$ cat src/rtl/mem_arb_pkg.sv
// Shared types and constants for the data-RAM port arbiter.
package mem_arb_pkg;

    typedef enum logic [1:0] {
        IDLE,
        ACCESS,
        RESP
    } state_e;

    localparam logic FETCH    = 1'b0;
    localparam logic DATA     = 1'b1;
    localparam logic RW_READ  = 1'b1;
    localparam logic RW_WRITE = 1'b0;

    // Winner of an IDLE-cycle arbitration; on conflict the previous loser goes.
    function automatic logic pick_owner(
        input logic if_req,
        input logic dm_req,
        input logic last_win
    );
        logic owner;
        if (if_req && dm_req) begin
            owner = ~last_win;
        end else if (dm_req) begin
            owner = DATA;
        end else begin
            owner = FETCH;
        end
        return owner;
    endfunction

endpackage

$ cat src/rtl/lat_counter.sv
// Loadable down-counter timing the RAM access phase; done when it reaches zero.
module lat_counter #(
    parameter int unsigned W = 1
) (
    input  logic         clk,
    input  logic         rst_n,
    input  logic         load,
    input  logic [W-1:0] load_val,
    input  logic         dec,
    output logic         done
);

    logic [W-1:0] cnt_q;
    logic [W-1:0] cnt_d;

    always_comb begin
        cnt_d = cnt_q;
        if (load) begin
            cnt_d = load_val;
        end else if (dec && (cnt_q != '0)) begin
            cnt_d = cnt_q - W'(1);
        end
    end

    always_ff @(posedge clk) begin
        if (!rst_n) begin
            cnt_q <= '0;
        end else begin
            cnt_q <= cnt_d;
        end
    end

    assign done = (cnt_q == '0);

endmodule

$ cat src/rtl/mem_port_arbiter.sv
// Single-port data RAM sequencer shared by instruction fetch and the LDR/STR stage.
// One transaction at a time: IDLE arbitrates, ACCESS drives the RAM, RESP returns.
module mem_port_arbiter
    import mem_arb_pkg::*;
#(
    parameter int unsigned ADDR_W  = 32,
    parameter int unsigned DATA_W  = 32,
    parameter int unsigned RAM_LAT = 1
) (
    input  logic              clk,
    input  logic              rst_n,
    input  logic              if_req,
    input  logic [ADDR_W-1:0] if_addr,
    output logic              if_gnt,
    output logic              if_valid,
    output logic [DATA_W-1:0] if_rdata,
    input  logic              dm_req,
    input  logic              dm_rw,
    input  logic [ADDR_W-1:0] dm_addr,
    input  logic [DATA_W-1:0] dm_wdata,
    output logic              dm_gnt,
    output logic              dm_valid,
    output logic [DATA_W-1:0] dm_rdata,
    output logic              ram_en,
    output logic              RW,
    output logic [ADDR_W-1:0] address_out,
    output logic [DATA_W-1:0] RAM_in,
    input  logic [DATA_W-1:0] RAM_out,
    output logic              stall
);

    localparam int unsigned CNT_W = $clog2(RAM_LAT + 1);

    state_e            state_q,    state_d;
    logic              owner_q,    owner_d;
    logic              last_win_q, last_win_d;
    logic              if_gnt_q,   if_gnt_d;
    logic              dm_gnt_q,   dm_gnt_d;
    logic              if_valid_q, if_valid_d;
    logic              dm_valid_q, dm_valid_d;
    logic              ram_en_q,   ram_en_d;
    logic              rw_q,       rw_d;
    logic [ADDR_W-1:0] addr_q,     addr_d;
    logic [DATA_W-1:0] ram_in_q,   ram_in_d;
    logic [DATA_W-1:0] if_rdata_q, if_rdata_d;
    logic [DATA_W-1:0] dm_rdata_q, dm_rdata_d;

    logic              grant_owner;
    logic              grant_rw;
    logic              lat_load;
    logic [CNT_W-1:0]  lat_load_val;
    logic              lat_dec;
    logic              lat_done;

    lat_counter #(
        .W (CNT_W)
    ) u_lat (
        .clk      (clk),
        .rst_n    (rst_n),
        .load     (lat_load),
        .load_val (lat_load_val),
        .dec      (lat_dec),
        .done     (lat_done)
    );

    // Arbitration result, only consumed in IDLE.
    always_comb begin
        grant_owner = pick_owner(if_req, dm_req, last_win_q);
        grant_rw    = (grant_owner == DATA) ? dm_rw : RW_READ;
    end

    // Next-state and next-output logic; RAM lines are zero outside ACCESS.
    always_comb begin
        state_d      = state_q;
        owner_d      = owner_q;
        last_win_d   = last_win_q;
        if_gnt_d     = 1'b0;
        dm_gnt_d     = 1'b0;
        if_valid_d   = 1'b0;
        dm_valid_d   = 1'b0;
        ram_en_d     = 1'b0;
        rw_d         = 1'b0;
        addr_d       = '0;
        ram_in_d     = '0;
        if_rdata_d   = if_rdata_q;
        dm_rdata_d   = dm_rdata_q;
        lat_load     = 1'b0;
        lat_load_val = '0;
        lat_dec      = 1'b0;

        case (state_q)
            IDLE: begin
                if (if_req || dm_req) begin
                    state_d      = ACCESS;
                    owner_d      = grant_owner;
                    last_win_d   = grant_owner;
                    if_gnt_d     = (grant_owner == FETCH);
                    dm_gnt_d     = (grant_owner == DATA);
                    ram_en_d     = 1'b1;
                    rw_d         = grant_rw;
                    addr_d       = (grant_owner == DATA) ? dm_addr : if_addr;
                    ram_in_d     = (grant_rw == RW_WRITE) ? dm_wdata : '0;
                    lat_load     = 1'b1;
                    lat_load_val = (grant_rw == RW_READ) ? CNT_W'(RAM_LAT - 1) : '0;
                end
            end
            ACCESS: begin
                if (lat_done) begin
                    state_d    = RESP;
                    if_valid_d = (owner_q == FETCH);
                    dm_valid_d = (owner_q == DATA);
                    if (rw_q == RW_READ) begin
                        if (owner_q == FETCH) begin
                            if_rdata_d = RAM_out;
                        end else begin
                            dm_rdata_d = RAM_out;
                        end
                    end
                end else begin
                    lat_dec  = 1'b1;
                    ram_en_d = 1'b1;
                    rw_d     = rw_q;
                    addr_d   = addr_q;
                    ram_in_d = ram_in_q;
                end
            end
            RESP: begin
                state_d = IDLE;
            end
            default: begin
                state_d = IDLE;
            end
        endcase
    end

    always_ff @(posedge clk) begin
        if (!rst_n) begin
            state_q    <= IDLE;
            owner_q    <= FETCH;
            last_win_q <= FETCH;
            if_gnt_q   <= 1'b0;
            dm_gnt_q   <= 1'b0;
            if_valid_q <= 1'b0;
            dm_valid_q <= 1'b0;
            ram_en_q   <= 1'b0;
            rw_q       <= 1'b0;
            addr_q     <= '0;
            ram_in_q   <= '0;
            if_rdata_q <= '0;
            dm_rdata_q <= '0;
        end else begin
            state_q    <= state_d;
            owner_q    <= owner_d;
            last_win_q <= last_win_d;
            if_gnt_q   <= if_gnt_d;
            dm_gnt_q   <= dm_gnt_d;
            if_valid_q <= if_valid_d;
            dm_valid_q <= dm_valid_d;
            ram_en_q   <= ram_en_d;
            rw_q       <= rw_d;
            addr_q     <= addr_d;
            ram_in_q   <= ram_in_d;
            if_rdata_q <= if_rdata_d;
            dm_rdata_q <= dm_rdata_d;
        end
    end

    assign if_gnt      = if_gnt_q;
    assign dm_gnt      = dm_gnt_q;
    assign if_valid    = if_valid_q;
    assign dm_valid    = dm_valid_q;
    assign if_rdata    = if_rdata_q;
    assign dm_rdata    = dm_rdata_q;
    assign ram_en      = ram_en_q;
    assign RW          = rw_q;
    assign address_out = addr_q;
    assign RAM_in      = ram_in_q;

    // Stall while any requester is still waiting on its response.
    assign stall = (if_req & ~if_valid_q) | (dm_req & ~dm_valid_q);

endmodule

$ cat config.mk
export PLATFORM = sky130hd
export DESIGN_NAME = mem_port_arbiter
export DESIGN_NICKNAME = d
export VERILOG_FILES = /design/src/rtl/mem_arb_pkg.sv /design/src/rtl/lat_counter.sv /design/src/rtl/mem_port_arbiter.sv
export SDC_FILE = /design/constraint.sdc
export NUM_CORES = 1
export LEC_CHECK = 0
export ABC_CLOCK_PERIOD_IN_PS = 3400
export CAP_MARGIN = 20
export CORE_MARGIN = 2
export CORE_UTILIZATION = 44
export CTS_CLUSTER_SIZE = 28
export DETAILED_ROUTE_END_ITERATION = 7
export MAX_ROUTING_LAYER = met4
export PLACE_DENSITY = 0.86
export SYNTH_ARGS = -nofsm -noshare
export SYNTH_HDL_FRONTEND = slang
export SYNTH_SLANG_ARGS = --single-unit
$ cat constraint.sdc
create_clock -name clk -period 3.4 [get_ports clk]
set_input_delay 1.02 -clock clk [delete_from_list [all_inputs] [get_ports clk]]
set_output_delay 1.02 -clock clk [all_outputs]
set_load 0.02 [all_outputs]
# After elaboration in Yosys (flattened, before gate mapping)
# Cells that the tools add are included.
# totals
latchBits	0
reg_bits	138
inputBits	133
rom_bits	0
out_inout_bits	135
ram_bits	0
n_memories	0
# op_classes
div	0
n_reduce_logical	11
mul	0
order_cmp	0
n_shift	0
add_sub_neg	1
n_mux	21
eq_ne	3
bitwise_logic	10
# ops
operator	count
$mux W32	5
$pmux W32 S2	2
$mux W1	9
$reduce_and A4 Y1	2
$not A1 Y1	7
$mux W2	2
$ne A2 B2 Y1 const B	2
$pmux W1 S2	2
$pmux W2 S2	1
$reduce_and A2 Y1	2
$reduce_and A3 Y1	1
$reduce_or A3 Y1	1
$and A1 B1 Y1	2
$eq A2 B1 Y1 const B	1
$logic_and A1 B1 Y1	2
$logic_not A2 Y1	1
$reduce_or A2 Y1	1
$logic_or A1 B1 Y1	1
$or A1 B1 Y1	1
$sub A1 B1 Y1 const B	1

# Depth between registers and ports, before layout
# Gate-level depths: netlist (run 1).
# depth
depth_word	6
ltp_mapped	6
mapped_depth_nobuf	3

# Cells and area by module
# A second synthesis (run 1) with hierarchy kept.
# hier_totals
hier_cells	462
hier_area_um2	5027.3
# by_module_without_submodules
mod	instances	area_each_um2	seq_area_each_um2	cells_per_inst
mem_port_arbiter	1	4978.5	2742.6	457
lat_counter	1	48.8	20.0	5

# Least setup slack after synthesis (run 1)
# OpenSTA, ideal clock, no wires.
# synth_path
path_type	input -> output
start	in if_req
end	out stall
arrival_ns	1.413
path_buffers	0
stages	2
path_slack_ns	0.967
cell_sequence	inv_1 o22ai_1
# synth_via
elab_chain_cells	2
# synth_rtl
element	line	source
from (decl)	mem_port_arbiter.sv:12	input logic if_req,
$and A1 B1 Y1	mem_port_arbiter.sv:180	assign stall = (if_req & ~if_valid_q) | (dm_req & ~dm_valid_q);
$or A1 B1 Y1	mem_port_arbiter.sv:180	
to (decl)	mem_port_arbiter.sv:29	output logic stall
# Every way passes these cells.

# Worst setup path after layout (run 1)
# Ends and elaborated chain as after synthesis.

==> results of run 1 <==
Yosys cell counts, drive strengths merged:
cell type | n | share of area [%]
nand2 | 168 | 11
and2 | 1 | 0.11
or3 | 2 | 0.22
and4 | 1 | 0.16
nand2b | 1 | 0.11
a22oi | 32 | 4.3
clkbuf | 21 | 1.4
nor4b | 1 | 0.42
nand3 | 8 | 0.71
a21oi | 10 | 0.89
a21boi | 1 | 0.13
inv | 3 | 0.20
and2b | 1 | 0.13
nor4 | 1 | 0.11
or2 | 2 | 0.22
dfxtp | 138 | 49
a32oi | 25 | 3.9
o22ai | 1 | 0.11
buf | 33 | 3.9
a21bo | 1 | 0.18
mux2i | 64 | 11
nand4b | 1 | 0.16
nor3 | 2 | 0.18
a221oi | 32 | 8.1
and3b | 1 | 0.16
nor2 | 29 | 1.9
o21ai | 2 | 0.18
state kept, by name, indices dropped and copies added, names as in the netlist:
| register | cells |
|---|---|
| RAM_in | 32 |
| RW | 1 |
| address_out | 32 |
| dm_gnt | 1 |
| dm_rdata | 32 |
| dm_valid | 1 |
| if_gnt | 1 |
| if_rdata | 32 |
| if_valid | 1 |
| last_win_q | 1 |
| ram_en | 1 |
| state_q | 2 |
| u_lat.cnt_q | 1 |
logic make-up (layout without fill, tap and decap cells):
logic type,Yosys count,after routing,share of synthesized area [%]
flip-flops,138,138,49.3
buffers and inverters,57,314,5.52
AND/OR/NAND/NOR,219,219,15.9
other,0,1,0
multiplexers,64,64,11.4
AO/OA/AOI/OAI,104,104,17.8
routing by layer:
layer / wire length, um / share of wire, % / up-vias / GRT usage, %
met2: 8430 / 50 / 213 / 41.3
met4: 498 / 3.0 / 0 / 13.4
met1: 6480 / 38 / 2454 / 26.4
li1: - / - / 2541 / -
met5: 0 / 0 / - / -
met3: 1480 / 8.7 / 44 / 7.88
critical path: stages:
cell,delay (ns)
clkdlybuf4s50_1,0.48
inv_1,0.04
o22ai_1,0.15
clkdlybuf4s50_1,0.62
stage by stage:
step	util [%]	hold WS, ns	cells	power (mW)	instance area, sq um
6_report	70.9	0.456	1012	4.00	8870
5_1_grt	70.9	0.470	1012	4.15	8870
4_1_cts	70.7	0.458	1010	4.04	8850
3_5_place_dp	66.3	0.446	980	2.30	8300
3_3_place_gp	66.3	0.440	980	2.29	8300
2_1_floorplan	-	0.528	582	2.01	5600
power by group through the flow:
stage | Clock (mW) | Sequential, mW | Combinational, mW
finish | 1.74 | 1.71 | 0.560
global route | 1.84 | 1.71 | 0.599
CTS | 1.77 | 1.71 | 0.564
detailed placement | 0 | 1.74 | 0.561
global placement | 0 | 1.74 | 0.551
floorplan | 0 | 1.79 | 0.217
final timing paths:
| path | start | endpoint | slack [ns] | cells past startpoint |
|---|---|---|---|---|
| hold reg to reg | if_rdata[10] | if_rdata[10] | 0.46 | 2 |
| setup reg to reg | u_lat.cnt_q | address_out[19] | 1.61 | 4 |
| hold / removal | if_rdata[10] | if_rdata[10] | 0.46 | 2 |
| setup / recovery | if_req | stall | 0.06 | 4 |
area by class of cell:
cell class | count | area (sq um)
Multi-Input combinational cell | 387 | 2550
Timing Repair Buffer | 281 | 2790
Fill cell | 946 | 3640
Clock inverter | 9 | 100
Tap cell | 172 | 215
Antenna cell | 1 | 2.50
Inverter | 3 | 11.3
Clock buffer | 21 | 450
Sequential cell | 138 | 2760
==> key figures, run 1 <==
Floorplan
  • Die width: 117 um
  • Initial Util: 44.8%
  • # rows: 41
  • Die height: 117 um
  • DIE AREA: 13600 sq um
  • Core area: 12500 sq um
  • IO Pins: 268

Detailed routing
  • Initial DRC Count: 314
  • Vias post-DR: 5252
  • Wire per inst: 16.7 um
  • Drt drc: 0
  • Post-DR vias/cell: 5.19
  • Antenna Nets Post-Route: 0
  • DR pass1 iterations: 5
  • Total Wirelength: 16900 um

Synthesis
  • Syn Area/Cell: 9.62 sq um
  • YS warnings: 0
  • Synthesized Nets: 715
  • #FFs+latches synth: 138
  • Mapped Area: 5600 sq um
  • Sequential area share after synthesis: 49.3%
  • Yosys cell types: 32
  • Synth Instances: 582

STA
  • Final Hold Viols: 0
  • Fmax: 300 MHz
  • Setup TNS: 0 ns
  • Setup ws final: 0.0622 ns
  • Minimum clock period: 3.34 ns
  • Relative slew slack: 35.3%
  • Worst-margin pin slew: 0.971 ns
  • Endpoints failing setup: 0
  • Fin crit share: 98.2%
  • RSZ-0062 raised after global routing: false
  • Pins Over Slew Limit: 0
  • Clock skew: 0.00508 ns

Critical path
  • Arrival time worst endpoint: 2.32 ns
  • CP startpoint kind: input port
  • Crit Path Class: in -> out
  • Critical Path Fanout Max: 2
  • CP Capture Type: output port
  • Critical path required time: 2.38 ns

Power and ir drop
  • P_leak: 3.29 nW
  • Reg power frac: 42.6%
  • Switching part of the total: 23.9%
  • Sw power: 0.957 mW
  • Int Power: 3.05 mW
  • Power per cell area: 451 nW/um^2
  • Comb pwr share: 14.0%
  • Clock share of power: 43.4%
  • Peak supply drop: 0.326 mV

Placement
  • DP HPWL: 12000 um
  • Routability cong.: 0.814
  • Pre-CTS WS: 0.0689 ns
  • Port-buffer cells: 267

Clock tree
  • Skew-Pair Late Insertion Delay: 0.41 ns
  • Sink Count: 138
  • H-tree levels: 4
  • Post-CTS setup buffers: 0
  • Clk root buf: clkbuf_16
  • Num CTS Buffers: 17
  • Clock transition at path regs: 0.06 ns
  • CTS Buffer Depth: 2
  • TritonCTS clock tree: built
  • Number of gates resized after cts: 0
  • Hold-fix buffers, CTS: 0

Cells and area
  • Commonest cells after routing, fill and taps aside: clkdlybuf4s50_1 (266), nand2_1 (168), dfxtp_1 (138)
  • Most common cell after layout, fill and taps aside: clkdlybuf4s50_1
  • Nets: 961
  • Area Growth Syn to Fin: 58.4%
  • Ratio of cells with drive above 1 in the final layout: 9.18%

Flow run
  • Max-cap viol count: 0

GRT
  • Initial antenna violation count: 1
  • First-pass GRT wire length: 25300 um
  • Number of global-route vias before repair: 5182
  • GRT Overall Usage: 24.8%
  • GR Overflow Total: 0
  • Largest net degree at the start of global routing: 99

Run status
  • Status: completed

Min path
  • Min-delay worst type: reg -> reg
Power figures use the tool's default switching activity.
==> inputs of run 2 (changes only) <==
--- a/config.mk
+++ b/config.mk
@@ -7,7 +7,7 @@
 export LEC_CHECK = 0
 export ABC_CLOCK_PERIOD_IN_PS = 3400
 export CAP_MARGIN = 20
-export CORE_MARGIN = 2
+export CORE_MARGIN = 3
 export CORE_UTILIZATION = 44
 export CTS_CLUSTER_SIZE = 28
 export DETAILED_ROUTE_END_ITERATION = 7
==> run 2 against run 1 <==
  * Die area is 3.5% higher
  * Via count is 3.1% higher
  * Non-clock buffer count stayed put
  * Critical path depth stayed put
  * Cell count is 0.30% lower
  * Critical endpoint unchanged
  * Largest cell class unchanged
==> key figures, run 2 (synthesis results as in run 1) <==
Critical path
  • Critical path required time: 2.38 ns (about the same)
  • Arrival time worst endpoint: 2.33 ns (about the same)
  • Critical Path Fanout Max: 2 (unchanged)
  • Crit Path Class: in -> out
  • CP Capture Type: output port
  • CP startpoint kind: input port

STA
  • Hold_ws: 0.451 ns (-0.00412 ns)
  • Relative slew slack: 35.4% (+0.16 points)
  • Pins Over Slew Limit: 0 (unchanged)
  • Endpoints failing setup: 0 (unchanged)
  • Setup TNS: 0 ns (unchanged)
  • Fmax: 299 MHz (-0.35%)
  • Minimum clock period: 3.35 ns (+0.0117 ns)
  • Clock skew: 0.00506 ns (-0.0000184 ns)
  • Setup ws final: 0.0506 ns (-0.0117 ns)
  • RSZ-0062 raised after global routing: false
  • Worst-margin pin slew: 0.968 ns (-0.00235 ns)
  • Fin crit share: 98.5% (+0.34 points)
  • Final Hold Viols: 0 (unchanged)

Power and ir drop
  • Sw power: 0.979 mW (+2.3%)
  • Reg power frac: 41.7% (-0.9 points)
  • P_leak: 3.31 nW (+0.72%)
  • Power per cell area: 460 nW/um^2 (+1.9%)
  • Switching part of the total: 23.9% (-0.031 points)
  • Peak supply drop: 0.300 mV (-8.1%)
  • Power, Total: 4.10 mW (+2.4%)
  • Comb pwr share: 13.7% (-0.3 points)
  • Int Power: 3.12 mW (+2.4%)
  • Clock share of power: 44.6% (+1.2 points)

Cells and area
  • Area of the multi-input gates: 2550 sq um (unchanged)
  • Most common cell after layout, fill and taps aside: clkdlybuf4s50_1
  • Register area: 2760 sq um (unchanged)
  • Ant diodes: 0 (-1)
  • Design area: 8920 sq um (+0.48%)
  • Ratio of cells with drive above 1 in the final layout: 9.63% (+0.45 points)
  • Area Growth Syn to Fin: 59.2%
  • Commonest cells after routing, fill and taps aside: clkdlybuf4s50_1 (266), nand2_1 (168), dfxtp_1 (138)
  • Core Util, Final: 73.0% (+2.1 points)
  • Nets: 961 (unchanged)
  • FILL cells: 908 (-4.0%)
  • Non-Filler Instances: 1009 (-0.30%)

Floorplan
  • # rows: 40 (-2.4%)
  • Die height: 119 um (+1.7%)
  • Core area: 12200 sq um (-2.4%)
  • Die width: 119 um (+1.7%)
  • IO Pins: 268 (unchanged)
  • Initial Util: 45.9% (+1.1 points)
  • DIE AREA: 14100 sq um (+3.5%)

Clock tree
  • CTS Buffer Depth: 2 (unchanged)
  • Skew-Pair Late Insertion Delay: 0.41 ns (about the same)
  • Num CTS Buffers: 17 (unchanged)
  • Number of gates resized after cts: 0 (unchanged)
  • Sink Count: 138 (unchanged)
  • Clk root buf: clkbuf_16
  • TritonCTS clock tree: built
  • Clock transition at path regs: 0.06 ns (about the same)
  • Post-CTS setup buffers: 0 (unchanged)
  • Hold-fix buffers, CTS: 0 (unchanged)
  • H-tree levels: 4 (unchanged)

Placement
  • DP HPWL: 12800 um (+6.0%)
  • Dpl cells: 976 (-0.41%)
  • Port-buffer cells: 267 (unchanged)
  • Routability cong.: 0.831 (+2.0%)
  • Area post-placement: 8300 sq um (about the same)
  • Pre-CTS WS: 0.0527 ns (-0.0162 ns)

GRT
  • GR Overflow Total: 0 (unchanged)
  • First-pass GRT wire length: 27800 um (+9.7%)
  • Largest net degree at the start of global routing: 99 (unchanged)
  • Initial antenna violation count: 0 (-1)
  • Number of global-route vias before repair: 5388 (+4.0%)
  • GRT Overall Usage: 25.4% (+0.56 points)

Run status
  • Status: completed

Detailed routing
  • Initial DRC Count: 406 (+29%)
  • Total Wirelength: 18000 um (+6.4%)
  • Wire per inst: 17.8 um (+6.7%)
  • DR pass1 iterations: 5 (unchanged)
  • Drt drc: 0 (unchanged)
  • Antenna Nets Post-Route: 0 (unchanged)
  • Post-DR vias/cell: 5.37 (+3.4%)
  • Vias post-DR: 5417 (+3.1%)

Min path
  • Min-delay worst type: reg -> reg

Flow run
  • Max-cap viol count: 0 (unchanged)
run 2: changes by cell type in the layout (fill, tap and decap cells not counted), sizes merged:
cell    change
clkbuf      +1
clkinv      +1
diode       -1
run 2: layout make-up:
| type | instances | share of cell area (%) |
|---|---|---|
| Multi-Input combinational cell | 387 | 28.6 |
| Clock inverter | 10 | 1.30 |
| Sequential cell | 138 | 31.0 |
| Tap cell | 168 | 2.36 |
| Inverter | 3 | 0.126 |
| Clock buffer | 22 | 5.43 |
| Timing Repair Buffer | 281 | 31.2 |
run 2: worst paths after layout:
check / startpoint / endpoint / slack, ns / cells past startpoint
worst max-delay path: if_req / stall / 0.05 / 4
worst min register to register: RAM_in[18] / RAM_in[18] / 0.45 / 2
worst min-delay path: RAM_in[18] / RAM_in[18] / 0.45 / 2
worst max register to register: u_lat.cnt_q / RAM_in[19] / 1.65 / 5
run 2: metal layers:
layer  routed length (um)  part of all wire [%]  track usage (%)  vias up
li1                     -                     -                -     2554
met1                 6890                    38             27.4     2562
met2                 8890                    50             41.8      252
met3                 1460                   8.1             8.02       49
met4                  716                   4.0             13.5        0
met5                    0                     0                -        -
run 2: worst max-delay path, stage by stage:
cell and delay (ns):
clkdlybuf4s50_1 0.49, inv_1 0.05, o22ai_1 0.15, clkdlybuf4s50_1 0.62
run 2: power by group through the flow:
stage	Sequential, mW	Clock [mW]	Combinational, mW
floorplan	1.79	0	0.217
global placement	1.74	0	0.551
detailed placement	1.74	0	0.563
CTS	1.71	1.86	0.566
global route	1.71	1.93	0.599
finish	1.71	1.83	0.564
